[src/rtl/finaladder_pkg.sv]
// Shared constants and segment-geometry helpers for the pipelined final adder.
package finaladder_pkg;

  localparam int DEF_WIDTH  = 27;
  localparam int DEF_STAGES = 3;

  function automatic int ceil_div(input int n, input int d);
    return (n + d - 1) / d;
  endfunction

  function automatic int seg_lo(input int k, input int seg);
    return k * seg;
  endfunction

  function automatic int seg_hi(input int k, input int seg, input int width);
    return ((((k + 1) * seg) < width) ? ((k + 1) * seg) : width) - 1;
  endfunction

  // Zero means the segment starts at or above the top bit and only forwards data.
  function automatic int seg_width(input int k, input int seg, input int width);
    return (seg_lo(k, seg) >= width) ? 0 : seg_hi(k, seg, width) - seg_lo(k, seg) + 1;
  endfunction

endpackage

[src/rtl/cpa_segment.sv]
// Combinational ripple-carry segment of W bits used by one pipeline stage.
module cpa_segment #(
  parameter int W = 4
) (
  input  logic [W-1:0] a,
  input  logic [W-1:0] b,
  input  logic         cin,
  output logic [W-1:0] s,
  output logic         cout
);

  genvar gi;
  generate
    for (gi = 0; gi < W; gi++) begin : g_bit
      // Per-bit carry nets keep the chain as distinct signals rather than one looping vector.
      logic c_in;
      logic c_out;
      if (gi == 0) begin : g_lsb
        assign c_in = cin;
      end else begin : g_upper
        assign c_in = g_bit[gi-1].c_out;
      end
      fulladder u_fa (
        .a   (a[gi]),
        .b   (b[gi]),
        .cin (c_in),
        .s   (s[gi]),
        .cout(c_out)
      );
    end
  endgenerate

  assign cout = g_bit[W-1].c_out;

endmodule

[src/rtl/fulladder.sv]
// One-bit full adder cell built from two half adders.
module fulladder (
  input  logic a,
  input  logic b,
  input  logic cin,
  output logic s,
  output logic cout
);

  logic s1, c1, c2;

  halfadder u_ha0 (.a(a),  .b(b),   .s(s1), .c(c1));
  halfadder u_ha1 (.a(s1), .b(cin), .s(s),  .c(c2));

  assign cout = c1 | c2;

endmodule

[src/rtl/halfadder.sv]
// One-bit half adder cell.
module halfadder (
  input  logic a,
  input  logic b,
  output logic s,
  output logic c
);

  assign s = a ^ b;
  assign c = a & b;

endmodule

[src/rtl/pipelined_final_adder.sv]
// Pipelined carry-propagate adder with valid/ready flow control; one carry segment per stage.
// Optional FINALADDER_APPROX_EN: low APPROX_LSBS sum bits become a|b with no carry out of them.
module pipelined_final_adder
  import finaladder_pkg::*;
#(
  parameter int WIDTH       = DEF_WIDTH,
  parameter int STAGES      = DEF_STAGES,
  parameter int APPROX_LSBS = 0
) (
  input  logic             clk,
  input  logic             rst_n,
  input  logic             in_valid,
  output logic             in_ready,
  input  logic [WIDTH-1:0] a,
  input  logic [WIDTH-1:0] b,
  output logic             out_valid,
  input  logic             out_ready,
  output logic [WIDTH:0]   s
);

  localparam int SEG = ceil_div(WIDTH, STAGES);

  generate
    if (STAGES < 1 || STAGES > WIDTH) begin : g_bad_stages
      $error("pipelined_final_adder: STAGES must lie in 1..WIDTH");
    end
    if (APPROX_LSBS < 0 || APPROX_LSBS >= WIDTH) begin : g_bad_approx
      $error("pipelined_final_adder: APPROX_LSBS must lie in 0..WIDTH-1");
    end
  endgenerate

  logic [WIDTH-1:0] a_first;
  logic [WIDTH-1:0] b_first;
  logic [WIDTH-1:0] sum_first;

`ifdef FINALADDER_APPROX_EN
  // Zeroed low operands make the exact chain produce zeros and no carry there; the OR bits are merged in.
  localparam logic [WIDTH-1:0] LOW_MASK = {WIDTH{1'b1}} >> (WIDTH - APPROX_LSBS);
  assign a_first   = a & ~LOW_MASK;
  assign b_first   = b & ~LOW_MASK;
  assign sum_first = (a | b) & LOW_MASK;
`else
  assign a_first   = a;
  assign b_first   = b;
  assign sum_first = '0;
`endif

  logic [STAGES-1:0] stage_valid;
  logic [STAGES-1:0] stage_carry;
  logic [STAGES-1:0] load_ok;
  logic [WIDTH-1:0]  stage_sum [STAGES];
  logic [WIDTH-1:0]  stage_a   [STAGES];
  logic [WIDTH-1:0]  stage_b   [STAGES];

  // A stage may load when it is empty or everything downstream of it moves this cycle.
  always_comb begin
    load_ok = '0;
    load_ok[STAGES-1] = ~stage_valid[STAGES-1] | out_ready;
    for (int k = STAGES - 2; k >= 0; k--) begin
      load_ok[k] = ~stage_valid[k] | load_ok[k+1];
    end
  end

  genvar gi;
  generate
    for (gi = 0; gi < STAGES; gi++) begin : g_stage
      localparam int LO = seg_lo(gi, SEG);
      localparam int SW = seg_width(gi, SEG, WIDTH);

      logic [WIDTH-1:0] op_a;
      logic [WIDTH-1:0] op_b;
      logic [WIDTH-1:0] sum_in;
      logic [WIDTH-1:0] sum_next;
      logic             carry_in;
      logic             carry_next;
      logic             valid_in;
      logic             valid_reg;
      logic             carry_reg;
      logic [WIDTH-1:0] sum_reg;
      logic [WIDTH-1:0] a_reg;
      logic [WIDTH-1:0] b_reg;

      if (gi == 0) begin : g_head
        assign op_a     = a_first;
        assign op_b     = b_first;
        assign sum_in   = sum_first;
        assign carry_in = 1'b0;
        assign valid_in = in_valid;
      end else begin : g_body
        assign op_a     = stage_a[gi-1];
        assign op_b     = stage_b[gi-1];
        assign sum_in   = stage_sum[gi-1];
        assign carry_in = stage_carry[gi-1];
        assign valid_in = stage_valid[gi-1];
      end

      if (SW > 0) begin : g_add
        logic [SW-1:0] seg_s;
        cpa_segment #(.W(SW)) u_cpa (
          .a   (SW'(op_a >> LO)),
          .b   (SW'(op_b >> LO)),
          .cin (carry_in),
          .s   (seg_s),
          .cout(carry_next)
        );
        assign sum_next = sum_in | (WIDTH'(seg_s) << LO);
      end else begin : g_pass
        assign sum_next   = sum_in;
        assign carry_next = carry_in;
      end

      always_ff @(posedge clk) begin
        if (!rst_n) begin
          valid_reg <= 1'b0;
          carry_reg <= 1'b0;
          sum_reg   <= '0;
          a_reg     <= '0;
          b_reg     <= '0;
        end else if (load_ok[gi]) begin
          valid_reg <= valid_in;
          if (valid_in) begin
            carry_reg <= carry_next;
            sum_reg   <= sum_next;
            a_reg     <= op_a;
            b_reg     <= op_b;
          end
        end
      end

      assign stage_valid[gi] = valid_reg;
      assign stage_carry[gi] = carry_reg;
      assign stage_sum[gi]   = sum_reg;
      assign stage_a[gi]     = a_reg;
      assign stage_b[gi]     = b_reg;
    end
  endgenerate

  assign in_ready  = load_ok[0];
  assign out_valid = stage_valid[STAGES-1];
  assign s         = {stage_carry[STAGES-1], stage_sum[STAGES-1]};

endmodule

[config.mk]
export PLATFORM = sky130hd
export DESIGN_NAME = pipelined_final_adder
export DESIGN_NICKNAME = d
export VERILOG_FILES = /design/src/rtl/finaladder_pkg.sv /design/src/rtl/cpa_segment.sv /design/src/rtl/fulladder.sv /design/src/rtl/halfadder.sv /design/src/rtl/pipelined_final_adder.sv
export SDC_FILE = /design/constraint.sdc
export NUM_CORES = 1
export LEC_CHECK = 0
export BUFFER_PORTS_ARGS = -buffer_cell sky130_fd_sc_hd__buf_4
export CAP_MARGIN = 30
export CORE_MARGIN = 2
export CORE_UTILIZATION = 62
export CTS_BUF_LIST = sky130_fd_sc_hd__clkbuf_8
export DETAILED_ROUTE_END_ITERATION = 6
export GPL_TIMING_DRIVEN = 0
export PLACE_DENSITY = 0.88
export SLEW_MARGIN = 25
export SYNTH_ARGS = -nofsm -noshare
export SYNTH_HDL_FRONTEND = slang
export SYNTH_SLANG_ARGS = --single-unit
[constraint.sdc]
create_clock -name clk -period 10.62 [get_ports clk]
set_clock_uncertainty 0.1 [all_clocks]
set_input_delay 2.124 -clock clk [delete_from_list [all_inputs] [get_ports clk]]
set_output_delay 2.124 -clock clk [all_outputs]
set_load 0.01 [all_outputs]
# [After elaboration in Yosys (flattened, before gate mapping)]
# Index checks and enable logic that the tools add are counted.
[totals] ff_bits=177 input_bits=58 word_cells=156
[op_classes] n_reduce_logical=3 n_bitwise=140
[op_table] op="bitwise AND 1 bit" count=53
[op_table] op="XOR 1 bit" count=53
[op_table] op="OR 1 bit" count=29
[op_table] op="OR 27 bit" count=1
[op_table] op="OR 9 x 18 -> 18 bit" count=1
[op_table] op="AND reduction 2 bit" count=3
[op_table] op="NOT 1 bit" count=3

# [Depth between registers and ports, before layout]
# Gate-level depths: netlist (run 1).
[depth] depth_word=19 mapped_depth=13 ltp_nobuf=13

# [Modules after synthesis]
# From an unflattened synthesis (run 1), not the netlist that was laid out.
[unflattened] cells_unflattened=554 area_unflattened_um2=5216.3
[modules_own_cells] module="pipelined_final_adder" seq_area_each_um2=2282.2 area_each_um2=4371.7 instances=1 cells_per_inst=473
[modules_own_cells] module="halfadder" seq_area_each_um2=0.0 area_each_um2=12.5 instances=54 cells_per_inst=1
[modules_own_cells] module="fulladder" seq_area_each_um2=0.0 area_each_um2=6.3 instances=27 cells_per_inst=1

# [Worst setup path after synthesis (run 1)]
# OpenSTA, ideal clock, no wires.
[synth_path] path_kind="input-to-reg" start="input a[0]" end="register g_stage[0].sum_reg[8]" arrival_ns=5.573 cell_stages=11 path_slack_ns=4.862 path_buffers=0 required_ns=10.434 path_cell_list="ha_1 -> fa_1 -> fa_1 -> fa_1 -> fa_1 -> fa_1 -> fa_1 -> fa_1 -> inv_1 -> fa_1 -> a211oi_1"
[synth_via] elab_chain_len=16
[synth_rtl] item="start: declaration" line_no="pipelined_final_adder.sv:14" source="input logic [WIDTH-1:0] a,"
[synth_rtl] item="bitwise AND 1 bit (2 in series)" line_no="halfadder.sv:10" source="assign c = a & b;"
[synth_rtl] item="OR 1 bit" line_no="fulladder.sv:15" source="assign cout = c1 | c2;"
[synth_rtl] item="bitwise AND 1 bit" line_no="halfadder.sv:10"
[synth_rtl] item="OR 1 bit" line_no="fulladder.sv:15"
[synth_rtl] item="bitwise AND 1 bit" line_no="halfadder.sv:10"
[synth_rtl] item="OR 1 bit" line_no="fulladder.sv:15"
[synth_rtl] item="bitwise AND 1 bit" line_no="halfadder.sv:10"
[synth_rtl] item="OR 1 bit" line_no="fulladder.sv:15"
[synth_rtl] item="bitwise AND 1 bit" line_no="halfadder.sv:10"
[synth_rtl] item="OR 1 bit" line_no="fulladder.sv:15"
[synth_rtl] item="bitwise AND 1 bit" line_no="halfadder.sv:10"
[synth_rtl] item="OR 1 bit" line_no="fulladder.sv:15"
[synth_rtl] item="bitwise AND 1 bit" line_no="halfadder.sv:10"
[synth_rtl] item="OR 1 bit" line_no="fulladder.sv:15"
[synth_rtl] item="XOR 1 bit" line_no="halfadder.sv:9" source="assign s = a ^ b;"
[synth_rtl] item="end signal: assignment" line_no="pipelined_final_adder.sv:123" source="sum_reg <= sum_next;"
[synth_rtl] item="end: declaration" line_no="pipelined_final_adder.sv:79" source="logic [WIDTH-1:0] sum_reg;"
# Every way passes these cells.
# A chain may end at the register's enable or synchronous reset.

# [Worst setup path in the final report (run 1)]
# Same ends and word-level chain as after synthesis.

==> qor.txt, run 1 <==
status = finished clean
die width = 93.2 µm
worst setup path category = primary input to flop
Synth cell types = 23
post-cts sizing count = 0
Syn Area/Cell = 9.66 µm²
Hold Path Class = flop to flop
antenna violations before repair = 0
PnR worst setup slack = 4.94 ns
Post-synth EDFFs = 0
initial drt markers = 200
Via density = 5.41
Critical Path AT = 5.89 ns
final WL = 11.9 mm
first-pass GRT wire length = 19.7 mm
Clk Latency, worst-skew pair = 0.42 ns
YS warnings = 0
CTS Buf Count = 17
Seq/Total Area, Yosys = 46.3%
CTS sink cnt = 114
normalized max-slew margin = 61.9%
Total GRT Usage = 29.6%
nets@finish = 700
synthesized net count = 595
RePlAce Congestion = 0.882
count leader, synth = nand2_1
clk buf depth = 2
CTS tree = built
max FFs per register = 54
drt pass-1 iters = 5
H-tree depth = 4
Worst Path Required = 10.84 ns
Least-Margin Pin Slew = 0.571 ns
ys flop type = dfxtp_1
Tot Pwr = 0.951 mW
RSZ-0062 raised after global routing = no
IO Pins = 88
Mapped Area = 4930 µm²
max_cap viols = 0
Slew Limit Fails = 0
crit start category = primary input
Synth Area in Compound Gates = 7.74%
LEAKAGE = 2.72 nW
Area Growth Syn to Fin = 23.6%
Crit Path Max Fanout = 1
mux contribution to synthesized area = 15.8%
post-route cell area = 6090 µm²
layout cells sized above 1 = 21.2%
Final Hold Fails = 0
num rows = 32
GRT Residual Overflow = 0
DIE HEIGHT = 93.2 µm
dpl cell area = 5700 µm²
# hold bufs at CTS = 0
xor/xnor cell area share of the yosys netlist = 0%
combinational family with the most area after synthesis = multiplexers
dpl hpwl = 8.63 mm
PD cells = 156 nW/µm²
Yosys reg bits = 114
crit end category = flop
Yosys top cell area share = 46.3%
DRC Markers = 0
Die ar. = 8680 µm²
Synth Area in Adders = 10.8%
dominant cell type by area after synthesis = dfxtp_1
Final Setup Violations = 0
Achievable Freq = 176 MHz
post-CTS setup buffers = 0
simple-gate portion of the synthesized area = 13.6%
fin crit share = 53.4%
maximum number of pins on one net before global-route repair = 17
vias in the first global route = 4,038
VDD IR max = 0.101 mV
routed via count = 3,950
Post-synth top cells = nand2_1, dfxtp_1, mux2i_1
Cells after Synth = 510
Core ar. = 7730 µm²
synth top area cells = dfxtp_1, mux2i_1, fa_1
Root Driver = clkbuf_8
fraction of registers with async set/reset = 0%
Tmin final = 5.68 ns
setup TNS = 0 ns
post-detailed-route wirelength per cell = 16.3 µm
Setup WS pre-CTS = 4.61 ns
Final ANT Viol Nets = 0
# diodes = 0
PortBufs = 86
Starting Density = 63.8%
Clock transition at path regs = 0.07 ns
[cell families after synthesis]
kind of cell | after synthesis
AND/OR/NAND/NOR | 162
adder cells (fa/ha/maj) | 27
flip-flops | 114
multiplexers | 78
AO/OA/AOI/OAI | 70
buffers and inverters | 59
[per-layer routing]
metal / share of wire, % / wire length (µm) / track usage [%]
met1: 41 / 4920 / 36.3
met4: 1.6 / 184 / 10.5
met3: 6.1 / 721 / 5.96
met2: 51 / 6040 / 51.7
met5: 0 / 0 / 0
[where the power goes]
group | switching (mW) | internal, mW
Clock | 0.176 | 0.213
Combinational | 0.0562 | 0.0476
Sequential | 0.0110 | 0.447
Total | 0.243 | 0.708
[placed cells by master, fill, tap and decap left out, types with 2 or more instances in the layout]
| cell | instances |
|---|---|
| a211oi_1 | 8 |
| a21oi_1 | 36 |
| buf_1 | 2 |
| buf_2 | 5 |
| buf_4 | 90 |
| buf_6 | 5 |
| bufinv_16 | 2 |
| clkbuf_1 | 22 |
| clkbuf_8 | 18 |
| clkinv_2 | 4 |
| clkinv_4 | 2 |
| clkinvlp_4 | 4 |
| dfxtp_1 | 114 |
| fa_1 | 26 |
| inv_1 | 21 |
| mux2i_1 | 78 |
| nand2_1 | 131 |
| nand3_1 | 25 |
| o21ai_0 | 25 |
[worst max-delay path: stages]
cell,delay [ns]
buf_4,0.12
ha_1,0.20
fa_1,0.39
fa_1,0.39
fa_1,0.38
fa_1,0.39
fa_1,0.39
fa_1,0.42
fa_1,0.38
inv_1,0.08
fa_1,0.41
a211oi_1,0.23
[area by class of cell]
type	instances	area, µm²
plain buffers	38	201
clock buffers	18	248
clock inverters	14	140
fillers	491	1640
inverters	21	78.8
multi-input cells	337	2370
flip-flops and latches	114	2280
well taps	102	128
repair buffers	86	646
[metrics by stage]
step	hold WS [ns]	std cells	utilization [%]
finish	0.360	730	78.8
global route	0.380	730	78.8
CTS	0.362	730	78.8
detailed placement	0.351	698	73.8
global placement	0.343	698	73.8
floorplan	0.335	510	-
[path summary, 6_finish.rpt]
path	from	end	slack (ns)	depth (start not counted)
setup / recovery	a[0]	g_stage[0].sum_reg[8]	4.94	12
hold / removal	g_stage[0].b_reg[17]	g_stage[0].b_reg[17]	0.36	2
setup reg to reg	g_stage[0].carry_reg	g_stage[1].sum_reg[17]	5.72	13
hold reg to reg	g_stage[0].b_reg[17]	g_stage[0].b_reg[17]	0.36	2
(Power assumes the default switching activity.)
==> run 2: changes to the inputs <==
--- a/config.mk
+++ b/config.mk
@@ -5,14 +5,15 @@
 export SDC_FILE = /design/constraint.sdc
 export NUM_CORES = 1
 export LEC_CHECK = 0
+export ABC_AREA = 1
 export BUFFER_PORTS_ARGS = -buffer_cell sky130_fd_sc_hd__buf_4
 export CAP_MARGIN = 30
 export CORE_MARGIN = 2
-export CORE_UTILIZATION = 62
+export CORE_UTILIZATION = 52
 export CTS_BUF_LIST = sky130_fd_sc_hd__clkbuf_8
 export DETAILED_ROUTE_END_ITERATION = 6
 export GPL_TIMING_DRIVEN = 0
-export PLACE_DENSITY = 0.88
+export PLACE_DENSITY = 0.79
 export SLEW_MARGIN = 25
 export SYNTH_ARGS = -nofsm -noshare
 export SYNTH_HDL_FRONTEND = slang
==> constraint.sdc (replaced) <==
create_clock -name clk -period 4.62 [get_ports clk]
set_clock_uncertainty 0.1 [all_clocks]
set_input_delay 0.924 -clock clk [delete_from_list [all_inputs] [get_ports clk]]
set_output_delay 0.924 -clock clk [all_outputs]
set_load 0.01 [all_outputs]
==> qor.txt, run 2 <==
Clk Latency, worst-skew pair = 0.43 ns
Final Non-Filler Cells = 891
fin crit share = 95.8%
DRC Markers = 0
Crit Path Max Fanout = 2
r2r startpoint = g_stage[0].carry_reg
Hold Path Class = flop to flop
Final Setup Violations = 0
crit start category = flop
placed cells = 859
normalized max-slew margin = 65.0%
Mapped Area = 4940 µm²
Cells after Synth = 645
most frequent cells in the layout = nor2_1, dfxtp_1, buf_4, inv_1, o21ai_0
H-tree depth = 4
Fillers = 764
num rows = 35
Post-synth top cells = nor2_1, dfxtp_1, inv_1
Seq/Total Area, Yosys = 46.2%
synth top area cells = dfxtp_1, nor2_1, fa_1
worst setup path category = flop to flop
Least-Margin Pin Slew = 0.525 ns
Core ar. = 9240 µm²
Tot Pwr = 2.40 mW
Hold EP = g_stage[0].sum_reg[2]
LEAKAGE = 2.94 nW
RePlAce Congestion = 0.838
maximum number of pins on one net before global-route repair = 17
Setup crit start = g_stage[0].carry_reg
layout cells sized above 1 = 19.0%
crit end category = flop
fin util = 67.1%
Die ar. = 10,300 µm²
Clock transition at path regs = 0.07 ns
Critical Path AT = 4.68 ns
Tmin final = 4.43 ns
most common cell after layout, fill and taps aside = nor2_1
DIE HEIGHT = 101 µm
IO Pins = 88
first-pass GRT wire length = 18.5 mm
routed via count = 4,247
post-detailed-route wirelength per cell = 12.1 µm
vias in the first global route = 4,088
max FFs per register = 54
Worst R2R End = g_stage[1].sum_reg[17]
final WL = 10.8 mm
Total GRT Usage = 22.9%
drt pass-1 iters = 5
GRT Residual Overflow = 0
Starting Density = 53.4%
# diodes = 0
Reg2Reg Setup Slack = 0.19 ns
fraction of registers with async set/reset = 0%
clk buf depth = 2
Yosys reg bits = 114
Root Driver = clkbuf_8
Via density = 4.77
# hold bufs at CTS = 0
dominant cell type by area after synthesis = dfxtp_1
count leader, synth = nor2_1
Slew Limit Fails = 0
CTS Buf Count = 17
R2R depth = 15
antenna violations before repair = 0
CTS tree = built
HP Start = g_stage[0].sum_reg[2]
max_cap viols = 0
Worst Path Required = 4.88 ns
Hold WS = 0.378 ns
CTS sink cnt = 114
PortBufs = 85
die width = 101 µm
Achievable Freq = 226 MHz
post-route cell area = 6200 µm²
nets@finish = 834
dpl cell area = 5740 µm²
status = finished clean
synthesized net count = 730
dpl hpwl = 8.25 mm
Post-synth EDFFs = 0
Final Hold Fails = 0
RSZ-0062 raised after global routing = no
Syn Area/Cell = 7.65 µm²
VDD IR max = 0.162 mV
Final ANT Viol Nets = 0
YS warnings = 0
PD cells = 388 nW/µm²
initial drt markers = 203
ys flop type = dfxtp_1
Area Growth Syn to Fin = 25.6%
hold path depth = 2
Synth cell types = 16
Yosys top cell area share = 46.2%
[run 2: changes by cell type in the layout (fill, tap and decap cells not counted), sizes merged, moves of 2 or more]
cell,change
a211oi,-8
nand2,-76
nor2,+175
a21oi,+12
buf,+9
o21ai,+37
inv,+50
bufinv,+2
clkbuf,-4
mux2i,-78
clkinv,-2
nand3,+22
[run 2: stage by stage]
step	setup WS, ns	TNS, ns
after floorplan	0.0606	0
after global placement	-0.177	-0.261
after detailed placement	-0.234	-0.430
after CTS	0.0158	0
after global routing	0.0132	0
final	0.193	0
[run 2: cell families (layout without fill, tap and decap cells)]
kind of cell,count (synthesis),in the layout,share of synthesized area [%]
simple gates,279,279,22.5
flops,114,114,46.2
buf+inv,114,231,9.25
compound gates,111,111,11.3
fa+ha+maj,27,27,10.8
[run 2: how the worst max path moves through the flow]
stage | end
after CTS | g_stage[2].sum_reg[26]
after global routing | g_stage[2].sum_reg[26]
after floorplan | g_stage[0].sum_reg[8]
final | g_stage[1].sum_reg[17]
after detailed placement | g_stage[0].sum_reg[8]
after global placement | g_stage[0].sum_reg[8]
[run 2: power breakdown]
| part | leakage, nW | switching, mW | internal (mW) |
|---|---|---|---|
| Combinational | 1.79 | 0.159 | 0.138 |
| Clock | 0.214 | 0.426 | 0.592 |
| Sequential | 0.941 | 0.0396 | 1.05 |
[run 2: repair_timing]
item / 4_1_cts / 5_1_grt
gates resized for setup: 5 / 4
setup endpoints to repair: 2 / 2
cloned: 0 / 0
buffers inserted: 0 / 0
pin swaps: 0 / 1
[run 2: per-layer routing]
| layer | track usage, % | share of wire, % | up-vias |
|---|---|---|---|
| li1 | - | - | 2221 |
| met1 | 29.9 | 46 | 1886 |
| met2 | 37.6 | 47 | 126 |
| met3 | 6.76 | 5.6 | 14 |
| met4 | 5.41 | 1.2 | 0 |
| met5 | 0 | 0 | - |
[run 2: cell type report]
type / instances / area (µm²) / share of cell area [%]
Clock inverter: 15 / 208 / 3.35
Buffer: 45 / 198 / 3.19
Sequential cell: 114 / 2280 / 36.8
Multi-Input combinational cell: 417 / 2220 / 35.8
Timing Repair Buffer: 85 / 638 / 10.3
Tap cell: 129 / 161 / 2.60
Inverter: 69 / 259 / 4.18
Clock buffer: 17 / 234 / 3.77
[run 2: critical path: stages (launching register included)]
cell	delay (ns)
dfxtp_1	0.32
inv_1	0.08
fa_1	0.17
inv_1	0.05
fa_1	0.45
fa_2	0.42
fa_2	0.40
fa_2	0.38
fa_2	0.42
fa_2	0.41
fa_1	0.43
inv_1	0.09
fa_1	0.38
inv_1	0.07
o21ai_1	0.09
nor2_1	0.10
==> run 3: changes to the inputs <==
--- a/config.mk
+++ b/config.mk
@@ -8,12 +8,15 @@
 export ABC_AREA = 1
 export BUFFER_PORTS_ARGS = -buffer_cell sky130_fd_sc_hd__buf_4
 export CAP_MARGIN = 30
+export CELL_PAD_IN_SITES_DETAIL_PLACEMENT = 2
+export CELL_PAD_IN_SITES_GLOBAL_PLACEMENT = 2
 export CORE_MARGIN = 2
-export CORE_UTILIZATION = 52
+export CORE_UTILIZATION = 30
 export CTS_BUF_LIST = sky130_fd_sc_hd__clkbuf_8
 export DETAILED_ROUTE_END_ITERATION = 6
 export GPL_TIMING_DRIVEN = 0
 export PLACE_DENSITY = 0.79
+export SKIP_LAST_GASP = 1
 export SLEW_MARGIN = 25
 export SYNTH_ARGS = -nofsm -noshare
 export SYNTH_HDL_FRONTEND = slang
==> qor.txt, run 3 (same netlist as run 2, synthesis figures left out) <==
status = finished clean
maximum number of pins on one net before global-route repair = 17
R2R depth = 15
H-tree depth = 4
Slew Limit Fails = 0
crit start category = primary input
CTS tree = built
r2r startpoint = g_stage[0].a_reg[9]
Tmin final = 4.46 ns
layout cells sized above 1 = 19.3%
Crit Path Max Fanout = 1
max_cap viols = 0
fin crit share = 96.5%
Sw Share = 26.4%
VDD IR max = 0.178 mV
die width = 132 µm
Hold Path Class = flop to flop
routed via count = 4,447
PD cells = 379 nW/µm²
setup TNS = 0 ns
Final ANT Viol Nets = 0
dpl hpwl = 11.9 mm
DRC Markers = 0
Seq pwr share = 45.8%
worst setup path category = primary input to flop
register area = 2280 µm²
post-route cell area = 6290 µm²
Fillers = 1,934
GRT Residual Overflow = 0
Core ar. = 16,000 µm²
Clock transition at path regs = 0.07 ns
most frequent cells in the layout = nor2_1, dfxtp_1, buf_4, inv_1, o21ai_0
CTS Buf Count = 17
initial drt markers = 115
Final Setup Violations = 0
# hold bufs at CTS = 0
num rows = 46
final WL = 15.3 mm
clock share of power = 40.8%
RePlAce Congestion = 0.770
hold path depth = 2
drt pass-1 iters = 4
Starting Density = 30.8%
CTS sink cnt = 114
PortBufs = 85
most common cell after layout, fill and taps aside = nor2_1
sw power = 0.629 mW
Hold EP = g_stage[0].b_reg[26]
LEAKAGE = 2.94 nW
Achievable Freq = 224 MHz
Via density = 4.55
post-detailed-route wirelength per cell = 15.7 µm
Least-Margin Pin Slew = 0.588 ns
Worst R2R End = g_stage[1].sum_reg[17]
Hold WS = 0.383 ns
part of the power in combinational logic = 13.4%
Reg2Reg Setup Slack = 0.18 ns
Die ar. = 17,500 µm²
nets@finish = 834
Area Growth Syn to Fin = 27.4%
internal power = 1.76 mW
Final Hold Fails = 0
RSZ-0062 raised after global routing = no
normalized max-slew margin = 60.8%
antenna violations before repair = 0
IO Pins = 88
Worst Path Required = 4.91 ns
fin util = 39.3%
clk buf depth = 2
DIE HEIGHT = 132 µm
max FFs per register = 54
HP Start = g_stage[0].b_reg[26]
Root Driver = clkbuf_8
Tot Pwr = 2.39 mW
# diodes = 0
Total GRT Usage = 18.3%
dpl cell area = 5840 µm²
Critical Path AT = 4.74 ns
Clk Latency, worst-skew pair = 0.45 ns
vias in the first global route = 4,949
first-pass GRT wire length = 25.2 mm
area of the multi-input gates = 2230 µm²
crit end category = flop
==> run 3: layer usage <==
metal,global-route usage [%],part of all wire [%]
met1,21.9,45
met4,5.50,1.3
met2,32.3,50
met3,4.84,3.4
met5,0,0
==> run 3: layout make-up <==
class,instances,area share (%)
clock inverters,12,2.23
clock buffers,20,4.38
repair buffers,85,10.1
plain buffers,45,3.14
inverters,69,4.12
multi-input cells,417,35.4
flip-flops and latches,114,36.3
well taps,216,4.30
==> run 3: worst max-delay path, cell delays in order <==
cell     delay (ns)
buf_4          0.11
ha_1           0.20
fa_1           0.38
fa_1           0.40
fa_1           0.40
fa_1           0.40
fa_2           0.36
fa_1           0.38
fa_1           0.38
inv_2          0.09
fa_1           0.43
nand3_1        0.10
nand2_1        0.07
nor2_1         0.10
==> run 3: metrics by stage <==
stage | cells | worst slack (ns)
final | 978 | 0.164
after global routing | 978 | 0.00929
after CTS | 978 | 0.0150
after detailed placement | 946 | -0.407
after global placement | 946 | -0.217
after floorplan | 645 | 0.0606
==> run 3: power by group through the flow <==
stage               combinational, mW  clock (mW)  sequential, mW
detailed placement              0.320           0            1.11
global route                    0.369        1.04            1.10
global placement                0.298           0            1.11
CTS                             0.327       0.997            1.09
finish                          0.320       0.974            1.09
floorplan                       0.179           0            1.11
==> run 3: how the worst max path moves through the flow <==
stage	to	slack, ns	cells past startpoint	start
after floorplan	g_stage[0].sum_reg[8]	0.06	13	a[0]
after detailed placement	g_stage[0].sum_reg[8]	-0.41	14	a[0]
final	g_stage[0].sum_reg[8]	0.16	14	a[0]
after global placement	g_stage[0].sum_reg[8]	-0.22	14	a[0]
after CTS	g_stage[1].sum_reg[17]	0.01	15	g_stage[0].a_reg[9]
after global routing	g_stage[1].sum_reg[17]	0.009	15	g_stage[0].a_reg[9]
==> run 3: repair_timing <==
item                       4_1_cts  5_1_grt
setup buffers                    0        0
pin swaps                        0        1
gates resized for setup          8        5
setup endpoints to repair        4        3
